==> config.mk <==
export PLATFORM = sky130hd
export DESIGN_NAME = ws2812b_frame_streamer_flat
export DESIGN_NICKNAME = d
export VERILOG_FILES = /design/src/rtl/ws2812b_frame_streamer_pkg.sv /design/src/rtl/ws2812b_frame_streamer_if.sv /design/src/rtl/ws2812b_pixel_stage.sv /design/src/rtl/ws2812b_frame_streamer.sv /design/src/flat_wrapper.sv
export SDC_FILE = /design/constraint.sdc
export NUM_CORES = 1
export LEC_CHECK = 0
export CORE_MARGIN = 4
export CORE_UTILIZATION = 45
export CTS_CLUSTER_DIAMETER = 50
export CTS_CLUSTER_SIZE = 28
export DETAILED_ROUTE_END_ITERATION = 6
export GPL_TIMING_DRIVEN = 0
export PLACE_DENSITY = 0.73
export SLEW_MARGIN = 15
export SYNTH_ARGS = -nofsm -noshare
export SYNTH_HDL_FRONTEND = slang
export SYNTH_SLANG_ARGS = --single-unit
==> constraint.sdc <==
create_clock -name clk -period 1.8 [get_ports clk]
set_input_delay 0.18 -clock clk [delete_from_list [all_inputs] [get_ports clk]]
set_output_delay 0.18 -clock clk [all_outputs]
set_load 0.01 [all_outputs]
==> src/rtl/ws2812b_frame_streamer_pkg.sv <==
// Shared definitions for the WS2812B frame streamer and the serializer:
// GRB byte order, fetch FSM encoding and the 24-bit pixel word type.
package ws2812b_frame_streamer_pkg;

    localparam logic [1:0] BYTE_G = 2'd0;
    localparam logic [1:0] BYTE_R = 2'd1;
    localparam logic [1:0] BYTE_B = 2'd2;

    typedef enum logic [1:0] {
        IDLE,
        REQ,
        GAP,
        STAGE
    } fetch_state_t;

    typedef logic [23:0] pixel_word_t;

    function automatic pixel_word_t pack_grb(input logic [7:0] g,
                                             input logic [7:0] r,
                                             input logic [7:0] b);
        return {g, r, b};
    endfunction

endpackage

==> src/rtl/ws2812b_frame_streamer_if.sv <==
// SRAM read port plus serializer word handshake seen by the frame streamer.
// master = streamer side, slave = SRAM controller / serializer side.
interface ws2812b_frame_streamer_if #(
    parameter int ADDR_W = 17
);
    import ws2812b_frame_streamer_pkg::*;

    logic [ADDR_W-1:0] r_address;
    logic              r_request;
    logic              r_done;
    logic [7:0]        r_data;
    pixel_word_t       bitstream;
    logic              bitstream_available;
    logic              bitstream_read;

    modport master (
        output r_address, r_request, bitstream, bitstream_available,
        input  r_done, r_data, bitstream_read
    );

    modport slave (
        input  r_address, r_request, bitstream, bitstream_available,
        output r_done, r_data, bitstream_read
    );

endinterface

==> src/rtl/ws2812b_pixel_stage.sv <==
// One-word staging register plus the output slot with its available/read
// handshake. Knows nothing about SRAM addressing.
module ws2812b_pixel_stage
    import ws2812b_frame_streamer_pkg::*;
(
    input  logic        clk,
    input  logic        resetn,
    input  logic        byte_we,
    input  logic [1:0]  byte_sel,
    input  logic [7:0]  byte_in,
    input  logic        transfer,
    output logic        slot_free,
    input  logic        word_read,
    output pixel_word_t word_out,
    output logic        word_valid
);

    logic [7:0] g_q, r_q, b_q;

    // The slot can accept a new word when empty or being consumed this cycle.
    assign slot_free = !word_valid || word_read;

    // Capture one byte into its GRB position in the staging register.
    always_ff @(posedge clk) begin
        if (!resetn) begin
            g_q <= '0;
            r_q <= '0;
            b_q <= '0;
        end else if (byte_we) begin
            case (byte_sel)
                BYTE_G:  g_q <= byte_in;
                BYTE_R:  r_q <= byte_in;
                default: b_q <= byte_in;
            endcase
        end
    end

    // Output slot: load on transfer (wins over a same-cycle read), else clear on read.
    always_ff @(posedge clk) begin
        if (!resetn) begin
            word_out   <= '0;
            word_valid <= 1'b0;
        end else if (transfer) begin
            word_out   <= pack_grb(g_q, r_q, b_q);
            word_valid <= 1'b1;
        end else if (word_read) begin
            word_valid <= 1'b0;
        end
    end

endmodule

==> src/rtl/ws2812b_frame_streamer.sv <==
// WS2812B frame streamer: on each frame tick fetches LEDCOUNT GRB triplets
// from SRAM and hands them to the serializer one 24-bit word at a time.
// Optional macro WS2812B_STREAM_DIM_EN adds a 3-bit 'dim' input that
// right-shifts every captured byte.
module ws2812b_frame_streamer
    import ws2812b_frame_streamer_pkg::*;
#(
    parameter int                LEDCOUNT  = 36,
    parameter int                ADDR_W    = 17,
    parameter logic [ADDR_W-1:0] BASE_ADDR = '0
) (
    input  logic clk,
    input  logic resetn,
    input  logic frame_tick,
`ifdef WS2812B_STREAM_DIM_EN
    input  logic [2:0] dim,
`endif
    ws2812b_frame_streamer_if.master link,
    output logic busy,
    output logic frame_done
);

    localparam int CNT_W = $clog2(LEDCOUNT + 1);

    fetch_state_t      state_q, state_d;
    logic [ADDR_W-1:0] addr_q;
    logic [CNT_W-1:0]  led_left_q;
    logic [CNT_W-1:0]  out_left_q;
    logic [1:0]        byte_idx_q;
    logic              start, capture, transfer, slot_free;
    logic [7:0]        byte_in;

`ifdef WS2812B_STREAM_DIM_EN
    assign byte_in = link.r_data >> dim;
`else
    assign byte_in = link.r_data;
`endif

    assign link.r_address = addr_q;

    // Fetch FSM state register.
    always_ff @(posedge clk) begin
        if (!resetn) state_q <= IDLE;
        else         state_q <= state_d;
    end

    // Fetch FSM next state and strobes.
    always_comb begin
        state_d        = state_q;
        start          = 1'b0;
        capture        = 1'b0;
        transfer       = 1'b0;
        link.r_request = 1'b0;
        case (state_q)
            IDLE: begin
                if (frame_tick && !busy) begin
                    start   = 1'b1;
                    state_d = REQ;
                end
            end
            REQ: begin
                link.r_request = 1'b1;
                if (link.r_done) begin
                    capture = 1'b1;
                    state_d = GAP;
                end
            end
            GAP: begin
                state_d = (byte_idx_q == BYTE_B) ? STAGE : REQ;
            end
            STAGE: begin
                if (slot_free) begin
                    transfer = 1'b1;
                    state_d  = (led_left_q != '0) ? REQ : IDLE;
                end
            end
            default: state_d = IDLE;
        endcase
    end

    // Address, byte index and fetch-side LED counter.
    always_ff @(posedge clk) begin
        if (!resetn) begin
            addr_q     <= '0;
            led_left_q <= '0;
            byte_idx_q <= BYTE_G;
        end else begin
            if (start) begin
                addr_q     <= BASE_ADDR;
                led_left_q <= CNT_W'(LEDCOUNT);
                byte_idx_q <= BYTE_G;
            end
            if (capture) addr_q <= addr_q + 1'b1;
            if (state_q == GAP) begin
                if (byte_idx_q == BYTE_B) led_left_q <= led_left_q - 1'b1;
                else                      byte_idx_q <= byte_idx_q + 2'd1;
            end
            if (transfer) byte_idx_q <= BYTE_G;
        end
    end

    // Frame completion tracks consumed words, not fetched ones, so busy
    // covers the tail where the last word still sits in the output slot.
    always_ff @(posedge clk) begin
        if (!resetn) begin
            busy       <= 1'b0;
            frame_done <= 1'b0;
            out_left_q <= '0;
        end else begin
            frame_done <= 1'b0;
            if (start) begin
                busy       <= 1'b1;
                out_left_q <= CNT_W'(LEDCOUNT);
            end else if (busy && link.bitstream_available && link.bitstream_read) begin
                out_left_q <= out_left_q - 1'b1;
                if (out_left_q == CNT_W'(1)) begin
                    busy       <= 1'b0;
                    frame_done <= 1'b1;
                end
            end
        end
    end

    ws2812b_pixel_stage u_stage (
        .clk        (clk),
        .resetn     (resetn),
        .byte_we    (capture),
        .byte_sel   (byte_idx_q),
        .byte_in    (byte_in),
        .transfer   (transfer),
        .slot_free  (slot_free),
        .word_read  (link.bitstream_read),
        .word_out   (link.bitstream),
        .word_valid (link.bitstream_available)
    );

endmodule

==> src/flat_wrapper.sv <==
// flat-port wrapper written by rule: the top's interface ports become plain ports
module ws2812b_frame_streamer_flat import ws2812b_frame_streamer_pkg::*;
#(
    parameter int                LEDCOUNT  = 36,
    parameter int                ADDR_W    = 17,
    parameter logic [ADDR_W-1:0] BASE_ADDR = '0
)
  (clk, resetn, frame_tick, busy, frame_done, link_r_address, link_r_request, link_bitstream, link_bitstream_available, link_r_done, link_r_data, link_bitstream_read);
  ws2812b_frame_streamer_if #(.ADDR_W(ADDR_W)) link_i ();
  input  logic clk;
  input  logic resetn;
  input  logic frame_tick;
  output logic busy;
  output logic frame_done;
  output wire logic [$bits(link_i.r_address)-1:0] link_r_address;
  output wire logic [$bits(link_i.r_request)-1:0] link_r_request;
  output wire logic [$bits(link_i.bitstream)-1:0] link_bitstream;
  output wire logic [$bits(link_i.bitstream_available)-1:0] link_bitstream_available;
  input wire logic [$bits(link_i.r_done)-1:0] link_r_done;
  input wire logic [$bits(link_i.r_data)-1:0] link_r_data;
  input wire logic [$bits(link_i.bitstream_read)-1:0] link_bitstream_read;
  assign link_r_address = link_i.r_address;
  assign link_r_request = link_i.r_request;
  assign link_bitstream = link_i.bitstream;
  assign link_bitstream_available = link_i.bitstream_available;
  assign link_i.r_done = link_r_done;
  assign link_i.r_data = link_r_data;
  assign link_i.bitstream_read = link_bitstream_read;
  ws2812b_frame_streamer #(.LEDCOUNT(LEDCOUNT), .ADDR_W(ADDR_W), .BASE_ADDR(BASE_ADDR)) u_core (.clk(clk), .resetn(resetn), .frame_tick(frame_tick), .link(link_i), .busy(busy), .frame_done(frame_done));
endmodule
==> impl_metrics.py <==
metrics = {
    "floorplanning": {
        "fp-row-count": 32,
        "fp.dieH_um": 96.5,
        "core_area_um2": 7690,
        "die-width_um": 96.5,
        "die_area_um2": 9310,
        "initial_core_util_pct": 45.8,
        "num_io_pins": 58,
    },
    "route": {
        "avgViaCountPerCell": 5.32,
        "first_iter_violations": 126,
        "post_drt_wl_per_cell_um": 14.2,
        "num_vias": 3092,
        "routed_wl_um": 8250,
        "drt.antenna.violating_nets": 0,
        "firstDrtPassIters": 5,
        "drc": 0,
    },
    "clock_network": {
        "cts_root_buf": "clkbuf_8",
        "cts_tree": "done",
        "clock_latency_ns": 0.35,
        "holdBufCountCts": 0,
        "cts.sinks": 84,
        "cts_buffers": 9,
        "cts.path.max_buffers": 2,
        "cts.clk_slew.worst_paths_ns": 0.09,
        "h-tree-depth": 3,
    },
    "sta": {
        "rsz0062_at_grt": "false",
        "tightestPinTransition_ns": 0.569,
        "whs_ns": 0.455,
        "worst_clock_skew_ns": 0.00566,
        "period_needed_ns": 1.68,
        "maxSlewViolCount": 0,
        "tns_ns": 0,
        "max_slew_margin_pct": 62.1,
        "finalSetupViolCount": 0,
        "fmax_mhz": 595,
        "fin_crit_sh_pct": 93.4,
        "fin_ws_ns": 0.120,
        "hold_viol": 0,
    },
    "layout": {
        "num_antenna_cells": 0,
        "nets": 492,
        "instances_no_fill": 581,
        "area_growth_pct": 26.0,
        "drive_gt1_share_pct": 8.14,
        "final_cell_area_um2": 4440,
        "postLayoutCoreUtil_pct": 57.8,
    },
    "synth": {
        "synth-edff-count": 0,
        "syn_nets": 424,
        "syn_area_per_cell_um2": 8.68,
        "synth_top_area_share_pct": 47.7,
        "synth.ff_latch_count": 84,
        "synthArstFlopShare_pct": 0,
        "ys_types": 62,
        "netlist_area_um2": 3520,
        "ys.flop_type": "dfxtp_1",
        "syn_inst": 406,
        "ys_seq_area_share_pct": 47.7,
        "synth.area.top_cells": "dfxtp_1 48%, nand2_1 8.4%, a21oi_1 7.0%",
        "synth_top_area_cell": "dfxtp_1",
        "yosys_warnings": 0,
    },
    "place": {
        "placed_area_um2": 4220,
        "place_ws_ns": -0.257,
        "portBuffers": 57,
        "dp_hpwl_um": 6080,
        "place.gp.congestion": 0.843,
        "dp_cells": 565,
    },
    "power": {
        "powerDensity_nw_per_um2": 797,
        "p_int_mw": 2.67,
        "clockPowerShare_pct": 38.3,
        "ir_drop_uv": 520,
        "seq_power_share_pct": 54.1,
        "swShare_pct": 24.6,
        "pwr-share-comb_pct": 7.6,
        "p_leak_nw": 1.59,
        "p_sw_uw": 870,
        "power.total_mw": 3.54,
    },
    "run_status": {
        "outcome": "finished, final reports clean",
    },
    "setup_path": {
        "crit_slowest_cell": "or4_4",
        "path_cells": "nand4_4 > or4_4 > o2111ai_1 > o31ai_1",
        "cp_max_fo": 9,
        "critPathArrivalTime_ns": 1.91,
        "critPathBufInv": 0,
        "cp.required_ns": 2.02,
        "critPathTopFamily": "simple AND/OR/NAND/NOR gates",
        "critical_path_class": "flop to flop",
        "max_stage_delay_ns": 0.57,
        "cp-start-kind": "flop",
        "end_kind": "flop",
    },
    "grt": {
        "grt_pass1_vias": 2864,
        "grt_max_degree": 15,
        "grt_usage_pct": 18.9,
        "globalRouteOverflowTotal": 0,
        "antenna_found_initial": 0,
        "grt_first_pass_wirelength_um": 13600,
    },
    "run": {
        "maxCapViolCount": 0,
    },
    "worst_hold_path": {
        "hp-class": "flop to flop",
    },
}
==> worst register-to-register path: cells and delay by family (launching register included) <==
family	cells	cell delay (ns)
AO/OA/AOI/OAI	2	0.28
flip-flops	1	0.49
AND/OR/NAND/NOR	2	0.79
==> power groups by stage <==
stage / logic, mW / registers, mW / clock network (mW)
floorplan: 0.165 / 1.95 / 0
global placement: 0.263 / 1.95 / 0
detailed placement: 0.269 / 1.96 / 0
CTS: 0.270 / 1.91 / 1.37
global route: 0.299 / 1.92 / 1.47
finish: 0.270 / 1.91 / 1.36
==> cells by family (layout without fill, tap and decap cells) <==
family | count (synthesis) | in the layout | synth area share (%)
and+or+nand+nor | 171 | 171 | 24.5
xor gates and xnor gates | 5 | 5 | 1.24
buffers and inverters | 37 | 110 | 4.47
adders and majority gates | 5 | 5 | 1.77
AOI/OAI and AO/OA | 85 | 85 | 14.8
muxes | 19 | 19 | 5.43
DFF | 84 | 84 | 47.7
==> cells in the mapped netlist, types with 3 or more instances <==
cell,instances
a211oi_1,3
a21oi_1,49
buf_2,6
buf_4,3
clkbuf_1,12
dfxtp_1,84
ha_1,5
inv_1,14
mux2i_1,18
nand2_1,79
nand2b_1,4
nand3_1,15
nand3b_1,3
nand4_1,3
nor2_1,32
nor2b_1,3
nor3_1,4
nor4_1,5
o21ai_0,5
o31ai_1,3
xnor2_1,4
==> sequential cells by signal (all words and copies together) (netlist names) <==
| signal | cells |
|---|---|
| u_core.u_stage.word_out | 24 |
| u_core.link.r_address | 17 |
| u_core.u_stage.b_q | 8 |
| u_core.u_stage.g_q | 8 |
| u_core.u_stage.r_q | 8 |
| u_core.led_left_q | 6 |
| u_core.out_left_q | 6 |
| u_core.byte_idx_q | 2 |
| u_core.state_q | 2 |
| u_core.busy | 1 |
| u_core.frame_done | 1 |
| u_core.u_stage.word_valid | 1 |
==> layout by cell type (no fill, tap or decap), types with 10 or more instances in the layout <==
cell type	synthesis	final
clkbuf_8	0	10
nor2_1	32	32
nand3_1	15	14
clkbuf_1	12	11
nand2_1	79	79
clkdlybuf4s50_1	0	56
dfxtp_1	84	83
a21oi_1	49	49
mux2i_1	18	18
inv_1	14	14
==> what timing repair did <==
| item | in CTS | in global routing |
|---|---|---|
| endpoints found under the hold margin | 0 | 0 |
| gates resized for setup | 3 | 4 |
| endpoints found under the setup margin | 1 | 13 |
| pin swaps | 0 | 0 |
| buffers inserted | 0 | 0 |
==> cell type report <==
| class | count | area [um2] |
|---|---|---|
| Buffer | 22 | 105 |
| Clock buffer | 10 | 138 |
| Clock inverter | 6 | 63.8 |
| Fill cell | 699 | 3250 |
| Inverter | 15 | 56.3 |
| Multi-Input combinational cell | 285 | 1700 |
| Sequential cell | 84 | 1680 |
| Tap cell | 102 | 128 |
| Timing Repair Buffer | 57 | 569 |
==> worst paths after layout <==
| kind | start | end | slack (ns) | cells past startpoint |
|---|---|---|---|---|
| hold / removal | u_core.u_stage.r_q[1] | u_core.u_stage.word_out[9] | 0.45 | 2 |
| hold reg to reg | u_core.u_stage.r_q[1] | u_core.u_stage.word_out[9] | 0.45 | 2 |
| setup / recovery | u_core.link.r_address[3] | u_core.link.r_address[11] | 0.12 | 4 |
| setup reg to reg | u_core.link.r_address[3] | u_core.link.r_address[11] | 0.12 | 4 |
==> layer usage <==
layer	part of all wire (%)	up-vias	track usage (%)
li1	-	1553	-
met1	47	1461	25.9
met2	47	70	29.7
met3	5.0	8	3.49
met4	1.1	0	6.78
met5	0	-	0
Power figures use the tool's default switching activity.
